### config.mk
export PLATFORM = sky130hd
export DESIGN_NAME = rr_arbiter
export DESIGN_NICKNAME = d
export VERILOG_FILES = /design/src/rtl/rr_arbiter.sv
export SDC_FILE = /design/constraint.sdc
export NUM_CORES = 1
export LEC_CHECK = 0
export ABC_AREA = 1
export ABC_CLOCK_PERIOD_IN_PS = 1950
export BUFFER_PORTS_ARGS = -buffer_cell sky130_fd_sc_hd__buf_4
export CAP_MARGIN = 20
export CORE_AREA = 3 3 40 42
export DETAILED_ROUTE_END_ITERATION = 10
export DIE_AREA = 0 0 43 45
export GPL_TIMING_DRIVEN = 0
export PLACE_DENSITY = 0.68
export SLEW_MARGIN = 10
export SYNTH_ARGS = -nofsm -noshare
export SYNTH_HDL_FRONTEND = slang
export SYNTH_SLANG_ARGS = --single-unit
### constraint.sdc
create_clock -name clock -period 1.95 [get_ports clock]
set_clock_uncertainty 0.2 [all_clocks]
set_input_delay 0.2925 -clock clock [delete_from_list [all_inputs] [get_ports clock]]
set_output_delay 0.2925 -clock clock [all_outputs]
set_load 0.01 [all_outputs]
### src/rtl/rr_arbiter.sv
`timescale 1ns/1ps
`default_nettype none
// ============================================================================
// Module   : rr_arbiter
// Purpose  : NUM_REQ-way round-robin arbiter with a combinational grant and a
//            registered rotating priority pointer. Define RR_ARB_LOCK_EN to
//            add grant locking through the lock input.
// Revision : 1.0 - initial release
// ============================================================================
module rr_arbiter #(
    parameter int NUM_REQ = 4,
    parameter int IDX_W   = $clog2(NUM_REQ)
) (
    input  logic               clock,
    input  logic               reset_n,
    input  logic               en,
    input  logic [NUM_REQ-1:0] req,
    input  logic               lock,
    output logic [NUM_REQ-1:0] gnt,
    output logic [IDX_W-1:0]   gnt_idx,
    output logic               gnt_valid
);

    localparam logic [IDX_W-1:0]   c_last   = IDX_W'(NUM_REQ - 1);
    localparam logic [NUM_REQ-1:0] c_onehot = {{(NUM_REQ-1){1'b0}}, 1'b1};

    logic [IDX_W-1:0] r_prio;
    logic [IDX_W-1:0] w_srch_idx;
    logic             w_srch_valid;
    logic [IDX_W-1:0] w_idx;
    logic             w_valid;

    // Requester visited k steps after prio in the descending, wrapping order.
    function automatic logic [IDX_W-1:0] f_pos(input logic [IDX_W-1:0] p, input int k);
        int t;
        t = int'(p) - k;
        if (t < 0) t = t + NUM_REQ;
        return IDX_W'(t);
    endfunction

    function automatic logic [IDX_W-1:0] f_next_prio(input logic [IDX_W-1:0] idx);
        return (idx == '0) ? c_last : idx - 1'b1;
    endfunction

    // Scan from lowest to highest priority so the last hit is the winner.
    always_comb begin
        w_srch_valid = 1'b0;
        w_srch_idx   = '0;
        for (int k = NUM_REQ - 1; k >= 0; k--) begin
            if (en && req[f_pos(r_prio, k)]) begin
                w_srch_valid = 1'b1;
                w_srch_idx   = f_pos(r_prio, k);
            end
        end
    end

`ifdef RR_ARB_LOCK_EN
    logic             r_locked;
    logic [IDX_W-1:0] r_owner;
    logic             w_hold;

    assign w_hold = r_locked & en & req[r_owner];

    always_comb begin
        w_valid = w_srch_valid;
        w_idx   = w_srch_idx;
        if (w_hold) begin
            w_valid = 1'b1;
            w_idx   = r_owner;
        end
    end

    // A locked grant keeps prio frozen; advancing happens on the unlocking grant.
    always_ff @(posedge clock or negedge reset_n) begin
        if (!reset_n) begin
            r_prio   <= c_last;
            r_locked <= 1'b0;
            r_owner  <= '0;
        end else if (w_valid) begin
            if (lock) begin
                r_locked <= 1'b1;
                r_owner  <= w_idx;
            end else begin
                r_locked <= 1'b0;
                r_prio   <= f_next_prio(w_idx);
            end
        end else begin
            r_locked <= 1'b0;
        end
    end
`else
    logic w_unused_lock;

    assign w_unused_lock = lock;
    assign w_valid       = w_srch_valid;
    assign w_idx         = w_srch_idx;

    always_ff @(posedge clock or negedge reset_n) begin
        if (!reset_n) begin
            r_prio <= c_last;
        end else if (w_valid) begin
            r_prio <= f_next_prio(w_idx);
        end
    end
`endif

    assign gnt       = w_valid ? (c_onehot << w_idx) : '0;
    assign gnt_idx   = w_valid ? w_idx : '0;
    assign gnt_valid = w_valid;

endmodule
`default_nettype wire

==> metrics.md <==
| Metric | Value |
|---|---|
| Status | finished, violations left |
| Failing checks | setup timing |
| Post-route setup slack | -0.5536 ns |
| Share of the synthesized area in the top cell type | 17.12% |
| Top cells by area, synth | nand2_2, nand2_1, nand3_2, dfstp_2, ha_1 |
| Cell taking the most area after synthesis | nand2_2 |
| H-tree depth | 1 |
| Core Box Area | 0.001285 mm² |
| Mean number of vias per cell | 5.008 |
| Compound-gate portion of the synthesized area | between 1.5 and 2% |
| Final hold viol count | 0 |
| DPL Wire Length | 971.5 µm |
| Layout area overhead | 63.01% |
| GPL Wtd Cong | 0.7484 |
| R2R cell count | 12 |
| Critical path type | reg -> out |
| Syn nets | 92 |
| Sw Ratio | ~52% |
| Largest family of logic cells by synthesized area | simple AND/OR/NAND/NOR gates |
| Fillers | 104 |
| Max-slew violations | 0 |
| Area of the multi-input gates | 520.5 µm² |
| Cts bufs inserted | 3 |
| Chip width | 43 µm |
| Max reg flops | 2 |
| Initial core utilization | a little over two fifths |
| Pre-Repair DR Iteration Count | 4 |
| Max VDD drop | 0.9098 mV |
| CTS tree | done |
| Largest net degree at the start of global routing | 11 |
| Final core utilization | 69.52% |
| Fmax | 399.4 MHz |
| Die Span Y | 45 µm |
| Die Area | between 0.0015 and 0.002 mm² |
| Worst Setup SP | r_prio[0]$_DFFE_PN1P_ |
| R2r setup slk | -0.09 ns |
| Routed wire length | 1598 µm |
| Lkg Pwr | 0.4819 nW |
| Antenna diodes | 0 |
| Pre-CTS setup slack | -0.3491 ns |
| Crit path arrival time | 2.01 ns |
| Seq. cell area | 52.55 µm² |
| Netlist cell types | 16 |
| Count of input and output buffers | 12 |
| Per-cell routed wire length | approximately 13 µm |
| Total track usage | approximately 17% |
| Synth Area in XOR/XNOR | 0% |
| Post-layout net count | 122 |
| Net Switching | 1.016 mW |
| Clk pwr share | about 5.0% |
| Hold Path Class | in -> async |
| Syn avg cell area | just under 7 µm² |
| Global-route wire length before repair | 2387 µm |
| Adder-Cell Fraction of Synth Area | 9.132% |
| # setup viols final | 8 |
| CP endpoint kind | output port |
| Initial drt markers | 11 |
| Combinational Power Share | 90.0% |
| Row cnt | 13 |
| Sink Count | 2 |
| P per Cell Area | roughly 2200 mW/mm² |
| Total vias in the final route | roughly 620 |
| Sequential group share of total power | ~5.0% |
| Worst Tran Pin Value | 0.1800 ns |
| CP startpoint kind | flop |
| Most frequent cells in the layout | buf_4, nand2_2, nand2_4, nand2_1, inv_1 |
| Warnings from Yosys | 0 |
| Gate Count Post-Synth | 80 |
| Final Cycle Share | 128.4% |
| Number of global-route vias before repair | 584 |
| Register bit total from synthesis | 2 |
| DRC Markers | 0 |
| Top Registers | r_prio (2) |
| I/O pin count | 15 |
| Share of cells above drive strength 1 | 73.15% |
| CTS Buffer Depth | 2 |
| Largest register by flop count | r_prio |
| Clk slew on worst S/H paths | 0.03 ns |
| CP required | about 1.5 ns |
| Most common cell after layout, fill and taps aside | buf_4 |
| Antenna-violating nets left | 0 |
| Sequential fraction of the synthesis area | 9.589% |
| Worst Path Max Fanout | 8 |
| Minimum clock period | 2.504 ns |
| Simple-Gate Fraction of Synth Area | between 60% and 70% |
| R2R Path Start | r_prio[0]$_DFFE_PN1P_ |
| Worst R2R End | r_prio[1]$_DFFE_PN1P_ |
| Post-Syn Area | 548.0 µm² |
| Post-synthesis mux area share | 0% |
| CTS root buf | clkbuf_4 |
| Max Cap Viol | 0 |
| Initial antenna violation count | 0 |
| CP endpoint | gnt[0] |
| Total gr overflow | 0 |
| Cell Int Power | a little over 0.9 mW |
| Unrepaired setup endpoints after global routing | true |
| Insertion delay to the later sink of the worst-skew pair | 0.23 ns |
| Rel. slew slack | 87.90% |
[worst max-delay path: stages (launching register included)]
cell	delay, ns
dfstp_2	0.53
buf_8	0.14
nand2_2	0.09
nand3_4	0.11
nand3_4	0.10
nand2_1	0.07
nand2_1	0.04
nand2_1	0.07
nand2_2	0.09
nand2_4	0.09
inv_2	0.04
ha_1	0.16
inv_1	0.07
nor2_2	0.04
buf_4	0.14
[power groups by stage]
stage	clock, mW	sequential [mW]	combinational (mW)
6_report	0.0975	0.0969	1.74
5_1_grt	0.0984	0.100	1.90
4_1_cts	0.0977	0.0976	1.55
3_5_place_dp	0	0.0949	1.28
3_3_place_gp	0	0.0914	1.24
2_1_floorplan	0	0.0903	0.959
[per-layer routing]
layer / GRT usage (%) / wire [µm] / vias up
met2: 30.54 / 859 / 19
met5: 0 / 0 / -
met4: 12.65 / 65 / 0
li1: - / - / 302
met3: 1.195 / 84 / 7
met1: 18.23 / 589 / 288
[how the worst min path moves through the flow]
| stage | startpoint | to | slack [ns] |
|---|---|---|---|
| 2_1_floorplan | reset_n | r_prio[0]$_DFFE_PN1P_ | -0.06 |
| 4_1_cts | reset_n | r_prio[1]$_DFFE_PN1P_ | 0.35 |
| 3_5_place_dp | reset_n | r_prio[0]$_DFFE_PN1P_ | 0.04 |
| 3_3_place_gp | reset_n | r_prio[0]$_DFFE_PN1P_ | 0.04 |
| 6_report | reset_n | r_prio[0]$_DFFE_PN1P_ | 0.35 |
| 5_1_grt | reset_n | r_prio[1]$_DFFE_PN1P_ | 0.36 |
[metrics by stage]
step	cell area, µm²	power, mW	setup TNS, ns	cells	hold slack (ns)
after floorplan	565.5	1.049	-0.3623	80	-0.05534
after global placement	674.4	1.330	-1.168	107	0.03611
after detailed placement	674.4	1.371	-1.433	107	0.04054
after CTS	830.8	1.745	-2.972	122	0.3461
after global routing	893.4	2.095	-4.171	123	0.3604
final	893.4	1.936	-3.394	123	0.3512
[synth_stat cells]
cell	count
buf_6	3
nand2_1	20
nand2_2	15
nand4_1	1
dfstp_2	2
inv_2	2
ha_1	4
nand3_2	6
nand3_1	6
inv_8	1
nand2_4	4
nor2_1	5
nor3_1	1
inv_1	8
o21ai_2	1
nor2_8	1
[cells by family (layout without fill, tap and decap cells)]
group	count (synthesis)	count (layout)
flip-flops	2	2
buffers and inverters	14	42
AO/OA/AOI/OAI	1	1
AND/OR/NAND/NOR	59	59
adder cells (fa/ha/maj)	4	4
[repair_timing]
action,4_1_cts,5_1_grt
endpoints found under the setup margin,8,8
gates resized for setup,10,13
endpoints found under the hold margin,2,0
hold buffers,1,0
buffers inserted,11,1
pin swaps,4,10
[final cells by class]
| type | instances | share of cell area, % |
|---|---|---|
| buffer | 3 | 4.202 |
| clock buffer | 3 | 2.521 |
| inverter | 11 | 5.742 |
| multi-input combinational | 64 | 58.26 |
| sequential | 2 | 5.882 |
| tap | 15 | 2.101 |
| timing repair buffer | 25 | 21.29 |
Note: power is estimated with default switching activity, not from simulation.
